--- config.mk ---
export PLATFORM = sky130hd
export DESIGN_NAME = seq_divider_8
export DESIGN_NICKNAME = d
export VERILOG_FILES = /design/src/rtl/div_pkg.sv /design/src/rtl/div_restoring_step.sv /design/src/rtl/seq_divider_8.sv
export SDC_FILE = /design/constraint.sdc
export NUM_CORES = 1
export LEC_CHECK = 0
export ABC_CLOCK_PERIOD_IN_PS = 7500
export CAP_MARGIN = 20
export CORE_UTILIZATION = 50
export DETAILED_ROUTE_END_ITERATION = 8
export PLACE_DENSITY = 0.75
export RECOVER_POWER = 50
export SLEW_MARGIN = 20
export SYNTH_ARGS = -nofsm -noshare
export SYNTH_HDL_FRONTEND = slang
export SYNTH_HIERARCHICAL = 1
export SYNTH_SLANG_ARGS = --single-unit
export TNS_END_PERCENT = 1
--- constraint.sdc ---
create_clock -name clk -period 7.5 [get_ports clk]
set_input_delay 1.5 -clock clk [delete_from_list [all_inputs] [get_ports clk]]
set_output_delay 1.5 -clock clk [all_outputs]
set_load 0.05 [all_outputs]
--- src/rtl/div_pkg.sv ---
// rtl/div_pkg.sv - shared types and helpers for the sequential restoring divider
package div_pkg;

    typedef enum logic [1:0] {DIV_IDLE, DIV_BUSY, DIV_DONE} div_state_t;

    localparam int DIV_DEFAULT_WIDTH = 8;
    localparam int DIV_CNT_W         = $clog2(DIV_DEFAULT_WIDTH + 1);

    // Counter width able to hold the value w (iteration count) for a given operand width.
    function automatic int div_cnt_w(input int w);
        return $clog2(w + 1);
    endfunction

    // Two's-complement magnitude; the most-negative value maps to itself, which is
    // the correct unsigned magnitude once truncated back to the operand width.
    function automatic logic [31:0] abs_val(input logic [31:0] v);
        return v[31] ? (~v + 32'd1) : v;
    endfunction

endpackage

--- src/rtl/div_restoring_step.sv ---
// rtl/div_restoring_step.sv - one combinational restoring-division iteration
module div_restoring_step #(
    parameter int WIDTH = 8
) (
    input  logic [WIDTH-1:0] p_i,
    input  logic [WIDTH-1:0] q_i,
    input  logic [WIDTH-1:0] d_i,
    output logic [WIDTH-1:0] p_o,
    output logic [WIDTH-1:0] q_o
);

    logic [WIDTH:0] trial;
    logic [WIDTH:0] diff;
    logic           fits;

    assign trial = {p_i, q_i[WIDTH-1]};
    assign fits  = (trial >= {1'b0, d_i});
    assign diff  = trial - {1'b0, d_i};

    // Partial remainder is always below the divisor, so the top bit is dropped safely.
    assign p_o = fits ? diff[WIDTH-1:0] : trial[WIDTH-1:0];
    assign q_o = {q_i[WIDTH-2:0], fits};

endmodule

--- src/rtl/seq_divider_8.sv ---
// rtl/seq_divider_8.sv - multi-cycle restoring divider with valid/ready in and out
module seq_divider_8
    import div_pkg::*;
#(
    parameter int WIDTH  = 8,
    parameter bit SIGNED = 1'b0
) (
    input  logic             clk,
    input  logic             rst_n,
    input  logic             in_valid,
    output logic             in_ready,
    input  logic [WIDTH-1:0] dividend,
    input  logic [WIDTH-1:0] divisor,
    output logic             out_valid,
    input  logic             out_ready,
    output logic [WIDTH-1:0] quotient,
    output logic [WIDTH-1:0] remainder,
    output logic             div_by_zero
);

    localparam int CNT_W = div_cnt_w(WIDTH);

    div_state_t       state_q, state_d;
    logic [CNT_W-1:0] cnt_q, cnt_d;
    logic [WIDTH-1:0] p_q, p_d;
    logic [WIDTH-1:0] a_q, a_d;
    logic [WIDTH-1:0] b_q, b_d;
    logic             sgn_quo_q, sgn_quo_d;
    logic             sgn_rem_q, sgn_rem_d;
    logic [WIDTH-1:0] quo_q, quo_d;
    logic [WIDTH-1:0] rem_q, rem_d;
    logic             dbz_q, dbz_d;

    logic signed [WIDTH-1:0] dvd_s, dvs_s;
    logic             dvd_neg, dvs_neg;
    logic [WIDTH-1:0] dvd_mag, dvs_mag;
    logic [WIDTH-1:0] step_p, step_a;

    assign dvd_s   = dividend;
    assign dvs_s   = divisor;
    assign dvd_neg = SIGNED && dividend[WIDTH-1];
    assign dvs_neg = SIGNED && divisor[WIDTH-1];
    assign dvd_mag = dvd_neg ? WIDTH'(abs_val(32'(dvd_s))) : dividend;
    assign dvs_mag = dvs_neg ? WIDTH'(abs_val(32'(dvs_s))) : divisor;

    div_restoring_step #(.WIDTH(WIDTH)) u_step (
        .p_i (p_q),
        .q_i (a_q),
        .d_i (b_q),
        .p_o (step_p),
        .q_o (step_a)
    );

    always_comb begin
        state_d   = state_q;
        cnt_d     = cnt_q;
        p_d       = p_q;
        a_d       = a_q;
        b_d       = b_q;
        sgn_quo_d = sgn_quo_q;
        sgn_rem_d = sgn_rem_q;
        quo_d     = quo_q;
        rem_d     = rem_q;
        dbz_d     = dbz_q;
        case (state_q)
            DIV_IDLE: begin
                if (in_valid) begin
                    if (divisor == '0) begin
                        state_d = DIV_DONE;
                        quo_d   = '1;
                        rem_d   = dividend;
                        dbz_d   = 1'b1;
                    end else begin
                        state_d   = DIV_BUSY;
                        cnt_d     = CNT_W'(WIDTH);
                        p_d       = '0;
                        a_d       = dvd_mag;
                        b_d       = dvs_mag;
                        sgn_quo_d = dvd_neg ^ dvs_neg;
                        sgn_rem_d = dvd_neg;
                    end
                end
            end
            DIV_BUSY: begin
                p_d   = step_p;
                a_d   = step_a;
                cnt_d = cnt_q - CNT_W'(1);
                // Final iteration: sign-correct straight from the step outputs.
                if (cnt_q == CNT_W'(1)) begin
                    state_d = DIV_DONE;
                    quo_d   = sgn_quo_q ? (~step_a + WIDTH'(1)) : step_a;
                    rem_d   = sgn_rem_q ? (~step_p + WIDTH'(1)) : step_p;
                    dbz_d   = 1'b0;
                end
            end
            DIV_DONE: begin
                if (out_ready) begin
                    state_d = DIV_IDLE;
                end
            end
            default: state_d = DIV_IDLE;
        endcase
    end

    always_ff @(posedge clk or negedge rst_n) begin
        if (!rst_n) begin
            state_q   <= DIV_IDLE;
            cnt_q     <= '0;
            p_q       <= '0;
            a_q       <= '0;
            b_q       <= '0;
            sgn_quo_q <= 1'b0;
            sgn_rem_q <= 1'b0;
            quo_q     <= '0;
            rem_q     <= '0;
            dbz_q     <= 1'b0;
        end else begin
            state_q   <= state_d;
            cnt_q     <= cnt_d;
            p_q       <= p_d;
            a_q       <= a_d;
            b_q       <= b_d;
            sgn_quo_q <= sgn_quo_d;
            sgn_rem_q <= sgn_rem_d;
            quo_q     <= quo_d;
            rem_q     <= rem_d;
            dbz_q     <= dbz_d;
        end
    end

    assign in_ready    = (state_q == DIV_IDLE);
    assign out_valid   = (state_q == DIV_DONE);
    assign quotient    = quo_q;
    assign remainder   = rem_q;
    assign div_by_zero = dbz_q;

endmodule

==> metrics, run 1 <==
outcome=finished, violations left; failing checks=capacitance limit, slew limit; layout cell share with drive strength beyond 1=0.1627; routability cong.=0.8433; initial antenna violation count=0; Clock Tree Root=clkbuf_8; hold crit path type=reg -> reg; cell taking the most area after synthesis=dfrtp_1; htree depth=2; most frequent cell after synthesis=dfrtp_1; Std-Cell Rows=26; GRT overflow=0; final instance area=3133 sq um; Ports=39; Post-Syn Instances=266; Routed WL=5.065 mm; cell depth of the worst setup path=5; CP required=7.69 ns; flops & latches, synth=47; setup violators final=0; Synth area leaders=dfrtp_1 (43%), mux2_2 (9.1%), nand2_1 (5.8%); Core Region=5172 sq um; Net Count, Synth=297; met2 Use GR=0.3274; Synth Cell Area=2729 sq um; max cap viols=2; YS warnings=6; final period utilization=0.5132; worst path bufs/invs=1; post-synth cell types=45; Critical Path Sink Type=flip-flop; asr flop ratio synth=1.000; hold path depth=1; placed cell area=3062 sq um; Vias/cell=5.099; critical path, cell by cell=dlygate4sd3_1, or4_1, o21ai_0, a21oi_1, mux2_2; met3 GRT Util=0.04101; Startpoint Class=input pin; Slew HR=-0.6838; Fmax=259.8 MHz; Worst-Margin Slew=2.526 ns; total track usage=0.1979; Post-CTS Setup Bufs=0; vias in the first global route=1,875; syn avg cell area=10.26 sq um; CP max stage delay=1.23 ns; Worst Skew=0.007646 ns; total number of vias=1,861; Layout Nets=325; Hold WS=0.5129 ns; Avg WL per Cell=13.88 microns; hpwl dp=3.707 mm; clk buf depth=2; Global Route met1 Usage=0.2580; sequential cell area fraction in the yosys report=0.4310; Worst-path clk slew=0.09 ns; final max-slew violation count=65; hold buffers post-CTS=0; RSZ-0062 raised after global routing=no; crit-path max FO=16; DR pass1 iterations=4; # diodes=0; TritonCTS buffer count=5; Final min period=3.849 ns; Slowest cell on crit path=a21oi_1; Post-route DRC=0; CTS tree=done; Clock Latency Late Sink=0.30 ns; Die ar.=5757 sq um; first-pass GRT wire length=8.452 mm; worst reg-to-reg path cell count=8; die height=75.88 microns; Yosys top cell area share=0.4310; grt peak-use layer=met2; initial core utilization=0.5276; Final Util=0.6057; CP Class=in -> reg; Worst path top cell family by delay=compound AO/OA/AOI/OAI gates; starting DRC count in detailed routing=64; antenna viol nets, final=0; Fin Setup TNS=0 ns; die width=75.88 microns; synth-to-layout area growth=14.81%; clock sinks=47; Post-synth EDFFs=0; Critical Path AT=4.04 ns; final hold violation count=0; # resized after CTS=0; IO Port Bufs=38; largest net degree at the start of global routing=48; # fillers=435; ys flop type=dfrtp_1; synth cell count leaders=dfrtp_1 (47), nand2_1 (42), inv_1 (29)
==> worst reg2reg max path, stage by stage (launching register included) <==
cell	delay [ns]
dfrtp_1	0.42
ha_1	0.39
a21o_1	0.24
a2111oi_2	0.36
o21a_1	0.52
mux2_4	0.35
nand2_1	0.09
nand2_1	0.05
mux2_2	0.25
==> through the flow <==
stage / cells / setup WS, ns
6_report: 365 / 3.651
5_1_grt: 365 / 3.523
4_1_cts: 365 / 4.046
3_5_place_dp: 357 / 3.813
3_3_place_gp: 357 / 3.835
2_1_floorplan: 266 / 4.607
==> per-layer routing <==
metal  vias to the layer above  routed length (microns)
li1                        941                        -
met1                       887                     2502
met2                        29                     2355
met3                         4                      164
met4                         0                       42
met5                         -                        0
==> final cells by class <==
cell class	instances	area, sq um	share of cell area
clock inverter	2	16.27	0.005192
timing repair buffer	39	381.6	0.1218
clock buffer	6	82.58	0.02636
inverter	29	108.9	0.03474
tap	70	87.58	0.02796
multi-input combinational	172	1280	0.4085
sequential	47	1176	0.3754
==> worst paths after layout <==
path	startpoint	endpoint	slack, ns
worst max-delay path	divisor[5]	a_q[3]	3.65
worst min-delay path	div_by_zero	div_by_zero	0.51
worst max register to register	p_q[5]	remainder[4]	4.72
worst min register to register	div_by_zero	div_by_zero	0.51
max in group asynchronous	rst_n	p_q[4]	4.10
min in group asynchronous	rst_n	b_q[0]	1.98
==> cells in the final DEF, fill, tap and decap left out, types with 2 or more instances in the layout <==
cell | netlist | routed
a21o_1 | 4 | 4
a21o_2 | 2 | 2
a21oi_1 | 3 | 4
a22o_1 | 3 | 3
clkbuf_8 | 0 | 6
clkdlybuf4s50_1 | 0 | 36
dfrtp_1 | 47 | 47
ha_1 | 10 | 10
inv_1 | 29 | 29
mux2_2 | 22 | 22
mux2_4 | 8 | 8
mux2i_1 | 11 | 11
nand2_1 | 42 | 42
nand2b_1 | 3 | 3
nand3_1 | 2 | 2
nand3b_1 | 2 | 2
nor2_1 | 17 | 17
nor2b_1 | 3 | 3
nor3_1 | 4 | 4
o21a_1 | 3 | 3
o21ai_0 | 9 | 10
xnor2_1 | 3 | 3
==> cells by family after synthesis <==
kind of cell             synth area share
flip-flops                         0.4310
AND/OR/NAND/NOR                    0.1302
buffers and inverters             0.09032
XOR/XNOR                         0.009630
adder cells (fa/ha/maj)           0.05319
multiplexers                       0.1752
AO/OA/AOI/OAI                      0.1105
==> registers in the layout, summed over array words and instances, names as in the netlist <==
signal,flops
a_q,8
b_q,8
p_q,8
quotient,8
remainder,8
cnt_q,4
state_q,2
div_by_zero,1
Power of run 1 is not shown: default switching activity piles up to over one toggle a cycle in this logic, so the estimate is an artifact.
==> run 2: changes to the inputs <==
--- a/config.mk
+++ b/config.mk
@@ -5,7 +5,7 @@
 export SDC_FILE = /design/constraint.sdc
 export NUM_CORES = 1
 export LEC_CHECK = 0
-export ABC_CLOCK_PERIOD_IN_PS = 7500
+export ABC_CLOCK_PERIOD_IN_PS = 3890
 export CAP_MARGIN = 20
 export CORE_UTILIZATION = 50
 export DETAILED_ROUTE_END_ITERATION = 8
==> constraint.sdc (replaced) <==
create_clock -name clk -period 3.89 [get_ports clk]
set_input_delay 0.778 -clock clk [delete_from_list [all_inputs] [get_ports clk]]
set_output_delay 0.778 -clock clk [all_outputs]
set_load 0.05 [all_outputs]
==> run 2 against run 1 <==
The flow still finishes with violations (capacitance limit, slew limit). Sequential cell count stayed put. Via count up 1.3%. Cell count unchanged. First-iteration DRC count grew 22%. Highest routed layer unchanged. Largest cell class unchanged. Wire length is 1.3% lower. Register-to-register slack worse by 3.6 ns. Final area is 0.44% higher.
==> metrics, run 2 (synthesis gave the netlist of run 1 again) <==
outcome=finished, violations left; failing checks=capacitance limit, slew limit; routability cong.=0.8433 (unchanged); RR Endpoint=remainder[3]; Vias/cell=5.164 (+1.3%); WHS Endpoint=remainder[7]; hold path depth=1 (unchanged); Final Util=0.6084 (+0.002661); DR pass1 iterations=4 (unchanged); layout cell share with drive strength beyond 1=0.1627 (unchanged); final max-slew violation count=65 (unchanged); crit-path max FO=16 (unchanged); worst reg-to-reg path cell count=8 (unchanged); vias in the first global route=1,900 (+1.3%); TritonCTS buffer count=5 (unchanged); max cap viols=2 (unchanged); Critical Path Sink Type=flip-flop; IO Port Bufs=38 (unchanged); Worst Skew=0.007378 ns (-0.0002679 ns); first-pass GRT wire length=8.390 mm (-0.73%); CTS tree=done; CP required=4.08 ns (-3.61 ns); RSZ-0062 raised after global routing=no; Die ar.=5757 sq um (unchanged); initial antenna violation count=0 (unchanged); Worst-path clk slew=0.09 ns (about the same); total track usage=0.1972 (-0.0006779); # fillers=439 (+0.92%); starting DRC count in detailed routing=78 (+22%); Post-route DRC=0 (unchanged); antenna viol nets, final=0 (unchanged); reg-to-reg slack, setup=1.11 ns (-3.61 ns); commonest non-fill, non-tap cell in the layout=dfrtp_1; Avg WL per Cell=13.70 microns (-1.3%); Clock Tree Root=clkbuf_8; Startpoint Class=input pin; hpwl dp=3.672 mm (-0.93%); Fmax=326.4 MHz; initial core utilization=0.5276 (unchanged); Critical Path AT=3.25 ns (-0.79 ns); Ports=39 (unchanged); Layout Nets=325 (unchanged); final hold violation count=0 (unchanged); total number of vias=1,885 (+1.3%); startpoint of the worst hold path=remainder[7]; Worst-Margin Slew=2.499 ns (-0.02621 ns); # resized after CTS=0 (unchanged); synth-to-layout area growth=15.31%; setup violators final=0 (unchanged); hold crit path type=reg -> reg; GRT overflow=0 (unchanged); Slew HR=-0.6663 (+0.01747); final period utilization=0.7876; Final min period=3.064 ns; hold buffers post-CTS=0 (unchanged); CP Class=in -> reg; Worst R2R Start=p_q[5]; Std-Cell Rows=26 (unchanged); clk buf depth=2 (unchanged); clock sinks=47 (unchanged); die height=75.88 microns (unchanged); Routed WL=5.001 mm (-1.3%); Clock Latency Late Sink=0.30 ns (about the same); # diodes=0 (unchanged); htree depth=2 (unchanged); Fin Setup TNS=0 ns (unchanged); commonest non-fill, non-tap cells in the layout=dfrtp_1 (47), nand2_1 (42), clkdlybuf4s50_1 (32), inv_1 (29), mux2_2 (22); die width=75.88 microns (unchanged); Post-CTS Setup Bufs=0 (unchanged); Core Region=5172 sq um (unchanged); largest net degree at the start of global routing=48 (unchanged)
==> run 2: worst max-delay path, cell delays in order <==
cell and delay, ns:
dlygate4sd3_1 0.55, or4_1 0.17, o21ai_0 0.13, a21oi_1 1.18, mux2_2 0.43
==> run 2: worst max path at each step <==
stage	cells past startpoint	end	startpoint
final	5	a_q[1]	divisor[7]
after global routing	5	a_q[7]	divisor[7]
after CTS	8	remainder[4]	p_q[5]
after detailed placement	5	remainder[2]	divisor[5]
after global placement	5	remainder[4]	divisor[5]
after floorplan	9	remainder[5]	p_q[5]
==> run 2: area by class of cell <==
cell class | count | area [sq um] | area share
clock inverters | 3 | 43.79 | 0.01392
clock buffers | 5 | 68.82 | 0.02187
inverters | 29 | 108.9 | 0.03459
flip-flops and latches | 47 | 1176 | 0.3738
well taps | 70 | 87.58 | 0.02783
multi-input cells | 172 | 1280 | 0.4068
repair buffers | 39 | 381.6 | 0.1213
==> run 2: layer usage <==
layer,track usage,routed length [microns],share of wire
met1,0.2477,2448,0.49
met2,0.3343,2341,0.47
met3,0.05159,165,0.033
met4,0.05761,46,0.0092
met5,0,0,0
==> run 2: per-stage QoR <==
stage / hold WS [ns] / instances / setup WS [ns] / instance area (sq um)
detailed placement: 0.4937 / 357 / 0.9324 / 3062
global placement: 0.4907 / 357 / 0.9467 / 3062
finish: 0.5100 / 365 / 0.8263 / 3147
floorplan: 0.4794 / 266 / 1.515 / 2729
CTS: 0.5175 / 365 / 1.091 / 3174
global route: 0.5265 / 365 / 0.6605 / 3147
Power of run 2 is left out for the same reason.
==> run 3: changes to the inputs <==
--- a/config.mk
+++ b/config.mk
@@ -5,7 +5,7 @@
 export SDC_FILE = /design/constraint.sdc
 export NUM_CORES = 1
 export LEC_CHECK = 0
-export ABC_CLOCK_PERIOD_IN_PS = 3890
+export ABC_CLOCK_PERIOD_IN_PS = 2950
 export CAP_MARGIN = 20
 export CORE_UTILIZATION = 50
 export DETAILED_ROUTE_END_ITERATION = 8
==> constraint.sdc (replaced) <==
create_clock -name clk -period 2.95 [get_ports clk]
set_input_delay 0.59 -clock clk [delete_from_list [all_inputs] [get_ports clk]]
set_output_delay 0.59 -clock clk [all_outputs]
set_load 0.05 [all_outputs]
==> run 3 against run 2 <==
Non-clock buffer count increased by 5. Highest routed layer unchanged. Register-to-register slack worse by 0.83 ns. Sequential cell count unchanged. Wire length is 4.0% higher. Critical path depth grew 4. The flow now finishes without violations.
==> metrics, run 3 (synthesis gave the netlist of run 1 again) <==
Clock Tree Root=clkbuf_8; TritonCTS buffer count=5 (unchanged); # diodes=0 (unchanged); CP required=3.14 ns (-0.94 ns); critical path, cell by cell=ha_1, a21o_1, a2111oi_2, o21a_1, buf_12, mux2_4, nand2_1, nand2_1, mux2_2; starting DRC count in detailed routing=62 (-21%); Final min period=2.669 ns; GRT overflow=0 (unchanged); routability cong.=0.8710 (+3.3%); Post-CTS Setup Bufs=0 (unchanged); Post-route DRC=0 (unchanged); Avg WL per Cell=14.06 microns (+2.6%); setup slack after layout=0.2813 ns (-0.5450 ns); largest net degree at the start of global routing=48 (unchanged); Die ar.=5757 sq um (unchanged); Hold WS=0.4952 ns (-0.01481 ns); placed cell area=3112 sq um (+1.6%); crit-path max FO=7 (-9); hold crit path type=in -> async; Worst-path clk slew=0.09 ns (about the same); commonest non-fill, non-tap cells in the layout=dfrtp_1 (47), nand2_1 (42), clkdlybuf4s50_1 (32), inv_1 (29), mux2_2 (22); CTS tree=done; Clock Latency Late Sink=0.30 ns (about the same); die width=75.88 microns (unchanged); Critical Path Sink Type=flip-flop; outcome=completed; layout cell share with drive strength beyond 1=0.1800 (+0.01729); clk buf depth=2 (unchanged); CP max stage delay=0.41 ns (-0.77 ns); IO Port Bufs=38 (unchanged); met2 Use GR=0.3432 (+0.008850); Core Region=5172 sq um (unchanged); final period utilization=0.9046; CP Class=reg -> reg; max cap viols=0 (-2); hold buffers post-CTS=0 (unchanged); Slowest cell on crit path=dfrtp_1; Slew HR=0.2293 (+0.8956); # fillers=429 (-2.3%); grt peak-use layer=met2; initial core utilization=0.5276 (unchanged); RSZ-0062 raised after global routing=no; Most common cell on crit path=nand2_1; Ports=39 (unchanged); final instance area=3222 sq um (+2.4%); first-pass GRT wire length=8.638 mm (+3.0%); total number of vias=1,915 (+1.6%); Worst Skew=0.004701 ns (-0.002677 ns); initial antenna violation count=0 (unchanged); Startpoint Class=flip-flop; vias in the first global route=1,884 (-0.84%); Routed WL=5.202 mm (+4.0%); commonest non-fill, non-tap cell in the layout=dfrtp_1; Std-Cell Rows=26 (unchanged); final max-slew violation count=0 (-100%); met3 GRT Util=0.06217 (+0.01058); antenna viol nets, final=0 (unchanged); Worst-Margin Slew=1.156 ns (-1.343 ns); Layout Nets=330 (+1.5%); Vias/cell=5.176 (+0.22%); htree depth=2 (unchanged); clock sinks=47 (unchanged); Fmax=374.7 MHz; DR pass1 iterations=4 (unchanged); Fin Setup TNS=0 ns (unchanged); total track usage=0.2059 (+0.008724); synth-to-layout area growth=18.07%; Critical Path AT=2.86 ns (-0.39 ns); final hold violation count=0 (unchanged); Global Route met1 Usage=0.2576 (+0.009900); hpwl dp=3.872 mm (+5.4%); die height=75.88 microns (unchanged); pre-CTS WS=0.3088 ns (-0.6236 ns); setup violators final=0 (unchanged); # resized after CTS=0 (unchanged)
## run 3: metrics by stage
stage / utilization / instances
floorplan: - / 266
global placement: 0.6016 / 362
detailed placement: 0.6016 / 362
CTS: 0.6272 / 370
global route: 0.6229 / 370
finish: 0.6229 / 370
## run 3: per-layer routing
metal	up-vias	share of wire
li1	959	-
met1	914	0.47
met2	33	0.48
met3	9	0.038
met4	0	0.012
met5	-	0
## run 3: layout make-up
class / count / area, sq um / share of cell area
multi-input combinational: 172 / 1284 / 0.3984
sequential: 47 / 1176 / 0.3650
timing repair buffer: 44 / 432.9 / 0.1344
inverter: 29 / 108.9 / 0.03379
tap: 70 / 87.58 / 0.02718
clock buffer: 6 / 72.57 / 0.02252
clock inverter: 2 / 60.06 / 0.01864
## run 3: critical path, delay by kind of cell (launching register included)
family	cells	cell delay, ns
AND/OR/NAND/NOR	2	0.11
flip-flops	1	0.41
AO/OA/AOI/OAI	3	0.90
multiplexers	2	0.56
adder cells (fa/ha/maj)	1	0.39
buffers and inverters	1	0.16
## run 3: path summary, 6_finish.rpt
path	slack [ns]	depth (start not counted)	endpoint	start
hold reg to reg	0.51	1	div_by_zero	div_by_zero
setup / recovery	0.28	9	remainder[7]	p_q[5]
min in group clk	0.51	1	div_by_zero	div_by_zero
hold / removal	0.50	1	b_q[6]	rst_n
setup reg to reg	0.28	9	remainder[7]	p_q[5]
max in group asynchronous	1.74	1	quotient[7]	rst_n
Power of run 3 is left out for the same reason.
